===== config.mk =====
export PLATFORM = sky130hd
export DESIGN_NAME = pixel_enhance_pipe
export DESIGN_NICKNAME = d
export VERILOG_FILES = /design/src/rtl/pixel_enhance_pipe.sv
export SDC_FILE = /design/constraint.sdc
export NUM_CORES = 1
export LEC_CHECK = 0
export ABC_AREA = 1
export CAP_MARGIN = 20
export CORE_AREA = 2 2 140 142
export DETAILED_ROUTE_END_ITERATION = 6
export DIE_AREA = 0 0 142 144
export PLACE_DENSITY_LB_ADDON = 0.05
export SYNTH_ARGS = -nofsm -noshare
export SYNTH_HDL_FRONTEND = slang
export SYNTH_SLANG_ARGS = --single-unit

===== constraint.sdc =====
create_clock -name clk -period 3.55 [get_ports clk]
set_clock_uncertainty 0.1 [all_clocks]
set_input_delay 0.71 -clock clk [delete_from_list [all_inputs] [get_ports clk]]
set_output_delay 0.71 -clock clk [all_outputs]
set_load 0.01 [all_outputs]

===== src/rtl/pixel_enhance_pipe.sv =====
// pixel_enhance_pipe: two-stage valid/ready RGB enhancer (bypass/brighten/darken/invert)
// with per-frame config latching, optional face tint and per-frame pixel statistics.
//
// Ports:
//   clk, rst                          clock, synchronous active-high reset
//   s_pixel/s_valid/s_ready           input stream, packed {R,G,B}
//   s_sof, s_face                     start-of-frame and face-region flags for the input beat
//   mode, shift                       enhancement config, latched on accepted SOF beats
//   m_pixel/m_valid/m_ready, m_sof    output stream and aligned start-of-frame
//   frame_count, last_frame_pixels    frames seen since reset, size of last completed frame
//
// Optional feature: define PIXEL_ENH_FACE_TINT_EN to enable the face tint
// (R forced to max, G and B halved) on pixels flagged with s_face.

module pixel_enhance_pipe #(
    parameter int R_W     = 5,
    parameter int G_W     = 6,
    parameter int B_W     = 5,
    parameter int SHIFT_W = 3,
    localparam int PIX_W  = R_W + G_W + B_W
) (
    input  logic               clk,
    input  logic               rst,
    input  logic [PIX_W-1:0]   s_pixel,
    input  logic               s_valid,
    output logic               s_ready,
    input  logic               s_sof,
    input  logic               s_face,
    input  logic [1:0]         mode,
    input  logic [SHIFT_W-1:0] shift,
    output logic [PIX_W-1:0]   m_pixel,
    output logic               m_valid,
    input  logic               m_ready,
    output logic               m_sof,
    output logic [15:0]        frame_count,
    output logic [23:0]        last_frame_pixels
);

    localparam int MW = (R_W > G_W) ? ((R_W > B_W) ? R_W : B_W)
                                    : ((G_W > B_W) ? G_W : B_W);

    localparam logic [MW-1:0] R_MAX = MW'((64'd1 << R_W) - 64'd1);
    localparam logic [MW-1:0] G_MAX = MW'((64'd1 << G_W) - 64'd1);
    localparam logic [MW-1:0] B_MAX = MW'((64'd1 << B_W) - 64'd1);

    // Channel values are held in MW bits but never exceed their own MAX,
    // so every result stays inside the channel's range.
    function automatic logic [MW-1:0] enh(
        input logic [MW-1:0]      c,
        input logic [MW-1:0]      mx,
        input logic [1:0]         md,
        input logic [SHIFT_W-1:0] sh
    );
        case (md)
            2'b00:   enh = c;
            2'b01:   enh = c + ((mx - c) >> sh);
            2'b10:   enh = c - (c >> sh);
            default: enh = mx - c;
        endcase
    endfunction

    logic               accept;
    logic               s2_load;
    logic               s1_valid;
    logic [PIX_W-1:0]   s1_pixel;
    logic               s1_sof;
    logic [1:0]         s1_mode;
    logic [SHIFT_W-1:0] s1_shift;
    logic [1:0]         cfg_mode;
    logic [SHIFT_W-1:0] cfg_shift;
    logic [23:0]        pix_cnt;
    logic               seen_sof;

    assign s2_load = !m_valid || m_ready;
    assign s_ready = !s1_valid || s2_load;
    assign accept  = s_valid && s_ready;

    // S1: capture the beat with the config it must use (live on SOF).
    always_ff @(posedge clk) begin
        if (rst) begin
            s1_valid <= 1'b0;
            s1_pixel <= '0;
            s1_sof   <= 1'b0;
            s1_mode  <= 2'b00;
            s1_shift <= '0;
        end else if (s_ready) begin
            s1_valid <= s_valid;
            if (s_valid) begin
                s1_pixel <= s_pixel;
                s1_sof   <= s_sof;
                s1_mode  <= s_sof ? mode : cfg_mode;
                s1_shift <= s_sof ? shift : cfg_shift;
            end
        end
    end

    always_ff @(posedge clk) begin
        if (rst) begin
            cfg_mode  <= 2'b00;
            cfg_shift <= '0;
        end else if (accept && s_sof) begin
            cfg_mode  <= mode;
            cfg_shift <= shift;
        end
    end

    logic [MW-1:0]  r_full, g_full, b_full;
    logic [R_W-1:0] r_out;
    logic [G_W-1:0] g_out;
    logic [B_W-1:0] b_out;
    logic           unused_bits;

    assign r_full = enh(MW'(s1_pixel[PIX_W-1 -: R_W]), R_MAX, s1_mode, s1_shift);
    assign g_full = enh(MW'(s1_pixel[B_W +: G_W]), G_MAX, s1_mode, s1_shift);
    assign b_full = enh(MW'(s1_pixel[0 +: B_W]), B_MAX, s1_mode, s1_shift);

`ifdef PIXEL_ENH_FACE_TINT_EN
    logic s1_face;

    always_ff @(posedge clk) begin
        if (rst) begin
            s1_face <= 1'b0;
        end else if (accept) begin
            s1_face <= s_face;
        end
    end

    always_comb begin
        r_out = r_full[R_W-1:0];
        g_out = g_full[G_W-1:0];
        b_out = b_full[B_W-1:0];
        if (s1_face) begin
            r_out = '1;
            g_out = g_full[G_W-1:0] >> 1;
            b_out = b_full[B_W-1:0] >> 1;
        end
    end

    assign unused_bits = ^{r_full, g_full, b_full};
`else
    assign r_out = r_full[R_W-1:0];
    assign g_out = g_full[G_W-1:0];
    assign b_out = b_full[B_W-1:0];

    assign unused_bits = ^{r_full, g_full, b_full, s_face};
`endif

    // S2: output register, holds while downstream stalls.
    always_ff @(posedge clk) begin
        if (rst) begin
            m_valid <= 1'b0;
            m_pixel <= '0;
            m_sof   <= 1'b0;
        end else if (s2_load) begin
            m_valid <= s1_valid;
            if (s1_valid) begin
                m_pixel <= {r_out, g_out, b_out};
                m_sof   <= s1_sof;
            end
        end
    end

    // Statistics: the first SOF only opens a frame, it does not close one.
    always_ff @(posedge clk) begin
        if (rst) begin
            pix_cnt           <= '0;
            seen_sof          <= 1'b0;
            frame_count       <= '0;
            last_frame_pixels <= '0;
        end else if (accept) begin
            if (s_sof) begin
                if (seen_sof) begin
                    last_frame_pixels <= pix_cnt;
                end
                seen_sof    <= 1'b1;
                pix_cnt     <= 24'd1;
                frame_count <= frame_count + 16'd1;
            end else if (pix_cnt != 24'hFFFFFF) begin
                pix_cnt <= pix_cnt + 24'd1;
            end
        end
    end

endmodule


==> metrics.txt, run 1 <==
final setup vio count 0; Worst setup EP type register; max-cap viol count 0; crit path launch type register; Hold Violations, Final 0; Layout area overhead 22.9%; largest net degree at the start of global routing 54; RSZ-0062 raised after global routing no; dpl ws 0.327 ns; dpl cells 1,200; Cell Area, Synth 0.00616 mm2; # Post-CTS Setup Buffers 0; DRT Pass-1 Iters 5; ANT cells 0; largest area contributor in the netlist dfxtp_1; Worst Tran Pin Value 0.633 ns; syn avg cell area 6.88 um2; nets@finish 1,024; area share of the largest cell type after synthesis 36.0%; CTS max path bufs 2; vias in the first global route 5,719; Final Non-Filler Cells 1,216; Yosys reg bits 111; Yosys cell types 38; Port Buffer Count 84; RD Place Congestion 0.858; Final Cycle Share 90.6%; Synth Warn # 0; largest cells by area after synthesis dfxtp_1 (36%), a21oi_1 (10%), nand2_1 (9.1%); WS Path Type register to register; Gate Count Post-Synth 896; post-route ant nets 0; clock root cell clkbuf_16; initial antenna violation count 0; crit path time final 3.22 ns; Detailed Route WL 17.4 mm; PnR worst setup slack 0.335 ns; Starting Density 32.3%; Slew Limit Fails 0; remaining global-route overflow 0; drt wl/cell 14.3 um; post-route cell area 0.00757 mm2; largest fanout on the critical path 22; Initial DRC Count 267; Final HPWL DP 12.9 mm; VDD IR max 0.000262 V; Reg clk slew, reported paths 0.07 ns; register area share after synthesis 36.0%; share of layout cells above drive strength 1 7.67%; Max Clk Rate 0.311 GHz; pwr dens 410 mW/mm2; die area 0.0204 mm2; Critical Path RT 3.73 ns; first-pass GRT wire length 28.6 mm; cts bufs inserted 9; num rows 51; worst min path class register to register; run status completed; drc violations 0; GRT Resource Usage Total 17.5%; Ports 86; Rel. slew slack 57.8%; CTS tree built; die height 144 um; DR vias/cell 4.87; setup TNS 0 ns; syn nets 947; worst-skew pair later-pin latency 0.35 ns; Core ar. 0.0191 mm2; Leakage 2.99 nW; Sink Count 111; WP data arrival 3.40 ns; via count 5,917; die width 142 um; CTS H-tree lvls 3; Placed Area 0.00728 mm2
[per-stage QoR]
stage | hold WS, ns | utilization [%] | total power, mW
after floorplan | 0.320 | - | 1.87
after global placement | 0.331 | 38.2 | 2.11
after detailed placement | 0.334 | 38.2 | 2.11
after CTS | 0.352 | 39.7 | 3.16
after global routing | 0.374 | 39.7 | 3.32
final | 0.351 | 39.7 | 3.10
[synthesized netlist by cell type, drive strengths merged]
| cell type | number |
|---|---|
| o21ba | 1 |
| ha | 21 |
| o21a | 5 |
| clkinv | 2 |
| nor3b | 3 |
| nand3b | 3 |
| o21ai | 85 |
| xnor2 | 3 |
| xor2 | 14 |
| a21oi | 123 |
| buf | 15 |
| nand4 | 13 |
| a211oi | 5 |
| inv | 104 |
| nand3 | 49 |
| nor4 | 4 |
| fa | 3 |
| a221o | 1 |
| clkbuf | 24 |
| nor2 | 105 |
| o22ai | 11 |
| dfxtp | 111 |
| nand2 | 157 |
| nor3 | 26 |
| a31oi | 2 |
| o211ai | 1 |
| a221oi | 2 |
| o31ai | 3 |
[area by class of cell]
type / count / area (um2)
Timing Repair Buffer: 105 / 1010
Clock buffer: 12 / 236
Inverter: 106 / 398
Clock inverter: 4 / 53.8
Fill cell: 2041 / 11500
Tap cell: 238 / 298
Sequential cell: 111 / 2220
Multi-Input combinational cell: 640 / 3360
[path summary, 6_finish.rpt]
path                     from           to  slack, ns  depth (start not counted)
setup / recovery  s1_shift[0]   m_pixel[4]       0.33                         17
hold reg to reg   cfg_mode[1]  cfg_mode[1]       0.35                          2
setup reg to reg  s1_shift[0]   m_pixel[4]       0.33                         17
hold / removal    cfg_mode[1]  cfg_mode[1]       0.35                          2
[kinds of logic after synthesis]
| logic type | count (synthesis) | synth area share (%) |
|---|---|---|
| xor gates and xnor gates | 17 | 2.42 |
| and+or+nand+nor | 360 | 26.3 |
| DFF | 111 | 36.0 |
| buffers and inverters | 145 | 9.46 |
| adders and majority gates | 24 | 5.24 |
| AOI/OAI and AO/OA | 239 | 20.5 |
[power by group]
part           total [mW]  switching, mW  internal, mW
Clock                1.03          0.481         0.552
Combinational       0.744          0.444         0.301
Sequential           1.33         0.0385          1.29
Total                3.10          0.964          2.14
[placed cells by master, fill, tap and decap left out, types with 4 or more instances in the layout]
cell type and instances:
clkbuf_16 9, inv_2 13, nand4_1 13, nor3_1 21, o21a_1 5, o21ai_1 7, inv_1 91, nor2_2 6
ha_1 21, xor2_1 14, buf_4 20, o22ai_1 11, dfxtp_1 110, nor2_1 95, nand2_1 149, o21ai_0 78
clkdlybuf4s50_1 83, nor4_1 4, a21oi_1 123, nand2_2 8, a211oi_1 5, nor2_4 4, nand3_1 47
[repair_timing]
action	in CTS	in global routing
endpoints found under the setup margin	0	1
resized for setup	0	1
hold buffers	0	0
[worst max-delay path, stage by stage, from the launching register on]
cell and delay (ns):
dfxtp_1 0.39, buf_12 0.17, nand2_1 0.06, o21ai_1 0.12, o22ai_1 0.14, a21oi_1 0.19
ha_1 0.26, nand2_1 0.07, o21a_1 0.16, inv_1 0.07, fa_1 0.43, o31ai_1 0.31
xor2_1 0.22, nand3b_1 0.13, nand3_1 0.08, nand2_1 0.07, nand2_1 0.05, a21oi_1 0.10
[flip-flops by register name, summed over array words and instances, names as in the netlist, 2 cells and up]
signal,cells
pix_cnt,24
s1_shift,3
m_pixel,16
cfg_mode,2
cfg_shift,3
s1_pixel,16
s1_mode,2
last_frame_pixels,24
frame_count,16
[layer usage]
layer	routed length (um)	vias to the layer above	GRT usage, %
li1	-	3133	-
met1	9110	2677	25.3
met2	7400	99	26.8
met3	717	8	3.21
met4	170	0	4.63
met5	0	-	0
(Power assumes the default switching activity.)
==> run 2, diff against run 1 <==
--- a/config.mk
+++ b/config.mk
@@ -11,5 +11,5 @@
 export DETAILED_ROUTE_END_ITERATION = 6
 export DIE_AREA = 0 0 142 144
-export PLACE_DENSITY_LB_ADDON = 0.05
+export PLACE_DENSITY = 0.49
 export SYNTH_ARGS = -nofsm -noshare
 export SYNTH_HDL_FRONTEND = slang
--- a/constraint.sdc
+++ b/constraint.sdc
@@ -3,3 +3,3 @@
 set_input_delay 0.71 -clock clk [delete_from_list [all_inputs] [get_ports clk]]
 set_output_delay 0.71 -clock clk [all_outputs]
-set_load 0.01 [all_outputs]
+set_load 0.02 [all_outputs]
==> run 2 against run 1 <==
Against the previous run:
- first-iteration DRC count grew 13%
- register-to-register slack lost 0.05 ns
- critical path type unchanged
- combinational power is 3% higher
- critical path depth shrank 1
- largest cell class unchanged
- highest routed layer unchanged
==> metrics.txt, run 2 (same netlist as run 1, synthesis figures left out) <==
run status completed; Max Clk Rate 0.306 GHz (-1.5%); Core ar. 0.0191 mm2 (unchanged); Starting Density 32.3% (unchanged); CTS H-tree lvls 3 (unchanged); first-pass GRT wire length 28.4 mm (-0.79%); Final Cycle Share 92.0% (+1.4 points); via count 5,955 (+0.64%); die height 144 um (unchanged); cts bufs inserted 9 (unchanged); worst-skew pair later-pin latency 0.37 ns (+0.02 ns); DR vias/cell 4.88 (+0.31%); drc violations 0 (unchanged); Slew Limit Fails 0 (unchanged); final setup vio count 0 (unchanged); Fillers 2,052 (+0.54%); top flop regs last_frame_pixels (24), pix_cnt (24); largest fanout on the critical path 4 (-82%); hold_ws 0.349 ns (-0.00234 ns); commonest cells after routing, fill and taps aside nand2_1 (149), a21oi_1 (123), dfxtp_1 (108); Placed Area 0.00730 mm2 (+0.24%); Worst setup EP type register; Sink Count 111 (unchanged); nets@finish 1,028 (+0.39%); Final HPWL DP 12.7 mm (-0.99%); WL met2 7.91 mm (+6.9%); largest net degree at the start of global routing 54 (unchanged); ANT cells 0 (unchanged); Rel. slew slack 61.0% (+3.2 points); setup TNS 0 ns (unchanged); WP data arrival 3.46 ns (+0.06 ns); post-route ant nets 0 (unchanged); DRT met1 WL 8.37 mm (-8.1%); die area 0.0204 mm2 (unchanged); vias in the first global route 5,690 (-0.51%); crit path time final 3.26 ns (+0.0493 ns); worst min path class register to register; share of layout cells above drive strength 1 8.66% (+0.99 points); post-route cell area 0.00763 mm2 (+0.73%); Ports 86 (unchanged); Leakage 3.03 nW (+1.4%); WS Path Type register to register; Reg clk slew, reported paths 0.08 ns (about the same); Critical Path RT 3.74 ns (about the same); Hold Violations, Final 0 (unchanged); Initial DRC Count 302 (+13%); die width 142 um (unchanged); DRT Pass-1 Iters 5 (unchanged); commonest non-fill, non-tap cell in the layout nand2_1; Layout area overhead 23.8%; RSZ-0062 raised after global routing no; clock root cell clkbuf_16; initial antenna violation count 0 (unchanged); remaining global-route overflow 0 (unchanged); num rows 51 (unchanged); CTS max path bufs 2 (unchanged); # Post-CTS Setup Buffers 0 (unchanged); uppermost routed layer met4; RD Place Congestion 0.867 (+1.1%); pwr dens 419 mW/mm2 (+2.4%); VDD IR max 0.000391 V (+49%); crit path launch type register; max-cap viol count 0 (unchanged); Worst Tran Pin Value 0.585 ns (-0.0483 ns); Detailed Route WL 17.1 mm (-1.5%); CTS tree built; wire length on met3 701 um (-2.2%); Port Buffer Count 84 (unchanged); drt wl/cell 14.0 um (-1.8%); GRT Resource Usage Total 17.4% (-0.12 points)
[run 2: cell count changes in the layout (fill, tap and decap cells not counted)]
cell / delta
buf_4: +5
clkbuf_1: -3
clkinvlp_4: -2
dfxtp_1: -2
dfxtp_2: +2
inv_8: +2
buf_12: -1
clkinv_4: +1
clkinv_8: +1
inv_6: +1
nor3_1: -1
nor3_2: +1
[run 2: area by class of cell]
cell class	count	area [um2]	area share [%]
clock buffers	9	225	2.95
repair buffers	109	1020	13.4
multi-input cells	640	3360	44.1
clock inverters	7	95.1	1.25
well taps	238	298	3.90
flip-flops and latches	111	2230	29.2
inverters	106	398	5.21
[run 2: worst max-delay path, cell delays in order, from the launching register on]
cell,delay (ns)
dfxtp_1,0.40
inv_1,0.11
o21ai_1,0.23
o22ai_1,0.14
a21oi_1,0.20
ha_1,0.26
nand2_1,0.07
o21a_1,0.18
inv_1,0.08
fa_1,0.43
o31ai_1,0.34
xor2_1,0.22
nand3b_1,0.13
nand3_1,0.08
nand2_1,0.07
nand2_1,0.05
a21oi_1,0.10
[run 2: path summary, 6_finish.rpt]
check	startpoint	endpoint	slack (ns)	cells after the start
setup / recovery	s1_pixel[2]	m_pixel[4]	0.29	16
hold / removal	cfg_shift[2]	cfg_shift[2]	0.35	2
setup reg to reg	s1_pixel[2]	m_pixel[4]	0.29	16
hold reg to reg	cfg_shift[2]	cfg_shift[2]	0.35	2
[run 2: routing by layer]
metal / GRT usage [%] / vias to the layer above
li1: - / 3137
met4: 3.58 / 0
met2: 28.7 / 97
met1: 23.4 / 2710
met3: 3.91 / 11
met5: 0 / -
[run 2: metrics by stage]
| step | worst slack, ns | instances | util (%) | power, mW |
|---|---|---|---|---|
| 3_3_place_gp | 0.257 | 1204 | 38.3 | 2.12 |
| 6_report | 0.286 | 1220 | 40.0 | 3.20 |
| 3_5_place_dp | 0.246 | 1204 | 38.3 | 2.12 |
| 5_1_grt | 0.00769 | 1220 | 40.0 | 3.40 |
| 2_1_floorplan | 0.557 | 896 | - | 1.88 |
| 4_1_cts | 0.213 | 1220 | 39.9 | 3.24 |
[run 2: timing repair]
action / CTS / global route
setup endpoints to repair: 0 / 3
hold buffers: 0 / 0
resized for setup: 0 / 4
[run 2: report_power, final]
group	switching [mW]	total (mW)	internal, mW
clock	0.538	1.11	0.571
combinational	0.461	0.763	0.302
sequential	0.0401	1.33	1.29
total	1.04	3.20	2.16
==> run 3, diff against run 2 <==
CORE_AREA = 2 2 134 149   (was 2 2 140 142)
DIE_AREA = 0 0 136 151   (was 0 0 142 144)
==> run 3 against run 2 <==
Against the previous run:
- power increased by 1.7%
- sequential share of layout area decreased by 0.13 points
- largest power group unchanged
- setup slack improved by 0.034 ns
- final cell count increased by 0.82%
- first-iteration DRC count decreased by 23%
- critical path depth unchanged
- non-clock buffer count increased by 1
- wire length increased by 3.4%
- sequential power about the same
- fmax increased by 1.1%
- highest routed layer unchanged
==> metrics.txt, run 3 (same netlist as run 1, synthesis figures left out) <==
run status completed; Starting Density 32.5% (+0.19 points); drt wl/cell 14.4 um (+2.5%); Worst Hold Depth 2 (unchanged); final setup vio count 0 (unchanged); Hold Violations, Final 0 (unchanged); Worst Tran Pin Value 0.599 ns (+0.0146 ns); worst path buffer plus inverter count 2 (unchanged); most used cell, CP nand2_1; crit path launch type register; max-cap viol count 0 (unchanged); Max Clk Rate 0.310 GHz (+1.1%); Detailed Route WL 17.7 mm (+3.4%); hold_sp cfg_shift[2]; worst-skew pair later-pin latency 0.36 ns (about the same); commonest cells after routing, fill and taps aside nand2_1 (149), a21oi_1 (123), dfxtp_1 (109); nets@finish 1,029 (+0.097%); Rel. slew slack 60.0% (-0.97 points); vias in the first global route 5,849 (+2.8%); worst min path class register to register; Ports 86 (unchanged); Sink Count 111 (unchanged); num rows 53 (+3.9%); Worst setup EP type register; Critical Path RT 3.74 ns (about the same); drc violations 0 (unchanged); Initial DRC Count 232 (-23%); Comb pwr share 23.6% (-0.2 points); RD Place Congestion 0.894 (+3.1%); Critical-path top delay cell fa_1; post-layout utilization of the core 40.4% (+0.39 points); top flop regs last_frame_pixels (24), pix_cnt (24); ANT cells 0 (unchanged); slowest stage delay, CP 0.42 ns (about the same); VDD IR max 0.000224 V (-43%); remaining global-route overflow 0 (unchanged); Port Buffer Count 84 (unchanged); sw frac 31.1% (-1.3 points); post-route ant nets 0 (unchanged); Core ar. 0.0190 mm2 (-0.60%); Layout area overhead 24.2%; internal power 2.24 mW (+3.7%); clock group share of total power 35.6% (+0.9 points); NetSw 1.01 mW (-2.5%); worst r2r path cells 16 (unchanged); area of the multi-input gates 0.00336 mm2 (-0.15%); setup TNS 0 ns (unchanged); CTS H-tree lvls 3 (unchanged); die height 151 um (+4.9%); commonest non-fill, non-tap cell in the layout nand2_1; DR vias/cell 4.89 (+0.25%); cts repair resizes 0 (unchanged); Final Cycle Share 91.0% (-0.97 points); # Post-CTS Setup Buffers 0 (unchanged); Reg clk slew, reported paths 0.08 ns (about the same); first-pass GRT wire length 29.2 mm (+3.0%); clock root cell clkbuf_16; DRT Pass-1 Iters 5 (unchanged); Final HPWL DP 13.4 mm (+5.2%); pwr dens 425 mW/mm2 (+1.3%); Slew Limit Fails 0 (unchanged); via count 6,019 (+1.1%); register area 0.00222 mm2 (about the same); die width 136 um (-4.2%); sequential power share 40.8% (-0.7 points); GRT Resource Usage Total 18.0% (+0.56 points); share of layout cells above drive strength 1 8.55% (-0.11 points); CTS max path bufs 2 (unchanged); cells along the critical path buf_4 > o21ai_1 > o22ai_1 > a21oi_1 > ha_1 > nand2_1 > o21a_1 > inv_1 > fa_1 > o31ai_1 > xor2_1 > nand3b_1 > nand3_1 > nand2_1 > nand2_1 > a21oi_1; WS Path Type register to register; Fillers 2,071 (+0.93%); crit path time final 3.23 ns (-0.0343 ns); FF-to-FF setup slack 0.32 ns (+0.03 ns); cts bufs inserted 9 (unchanged); die area 0.0205 mm2 (+0.43%); r2r endpoint m_pixel[4]; CTS tree built; WP data arrival 3.42 ns (-0.04 ns); largest fanout on the critical path 9 (+5); largest net degree at the start of global routing 54 (unchanged); Leakage 3.05 nW (+0.42%); cell family with most CP delay compound AO/OA/AOI/OAI gates; initial antenna violation count 0 (unchanged); WHS Endpoint cfg_shift[2]; reg2reg start s1_shift[0]; hold bufs inserted after CTS 0 (unchanged); RSZ-0062 raised after global routing no
-- run 3: routing by layer --
layer	vias up	part of all wire, %	global-route usage, %
li1	3143	-	-
met1	2787	46	22.6
met2	76	50	31.5
met3	13	3.0	3.15
met4	0	1.1	4.74
met5	-	0	0
-- run 3: worst max-delay path by stage --
stage / startpoint / end / slack, ns / depth (start not counted)
floorplan: s1_shift[0] / m_pixel[4] / 0.56 / 18
global placement: s1_shift[0] / m_pixel[4] / 0.22 / 17
detailed placement: s1_shift[0] / m_pixel[4] / 0.23 / 17
CTS: s1_shift[0] / m_pixel[4] / 0.19 / 17
global route: s1_shift[0] / m_pixel[10] / 0.02 / 23
finish: s1_shift[0] / m_pixel[4] / 0.32 / 16
-- run 3: cell type report --
cell class	instances	area share, %
inverters	106	5.20
flip-flops and latches	111	29.0
well taps	247	4.04
clock buffers	10	3.12
multi-input cells	640	43.9
clock inverters	6	1.27
repair buffers	110	13.5
-- run 3: power by group through the flow --
stage               logic (mW)  clock network (mW)  registers [mW]
finish                   0.769                1.16            1.33
global route             0.883                1.24            1.33
CTS                      0.779                1.19            1.33
detailed placement       0.775                   0            1.36
global placement         0.776                   0            1.36
floorplan                0.514                   0            1.36
-- run 3: worst register-to-register path, cell delays in order, from the launching register on --
cell      delay, ns
dfxtp_2        0.37
buf_4          0.18
o21ai_1        0.23
o22ai_1        0.13
a21oi_1        0.19
ha_1           0.26
nand2_1        0.07
o21a_1         0.18
inv_1          0.07
fa_1           0.42
o31ai_1        0.30
xor2_1         0.20
nand3b_1       0.13
nand3_1        0.08
nand2_1        0.07
nand2_1        0.07
a21oi_1        0.12
-- run 3: through the flow --
| stage | hold WS (ns) | instance area (um2) | std cells | worst slack, ns | power [mW] |
|---|---|---|---|---|---|
| floorplan | 0.320 | 6160 | 896 | 0.557 | 1.88 |
| global placement | 0.333 | 7320 | 1214 | 0.222 | 2.13 |
| detailed placement | 0.349 | 7320 | 1214 | 0.228 | 2.13 |
| CTS | 0.359 | 7660 | 1230 | 0.194 | 3.30 |
| global route | 0.379 | 7660 | 1230 | 0.0215 | 3.45 |
| finish | 0.359 | 7660 | 1230 | 0.320 | 3.25 |
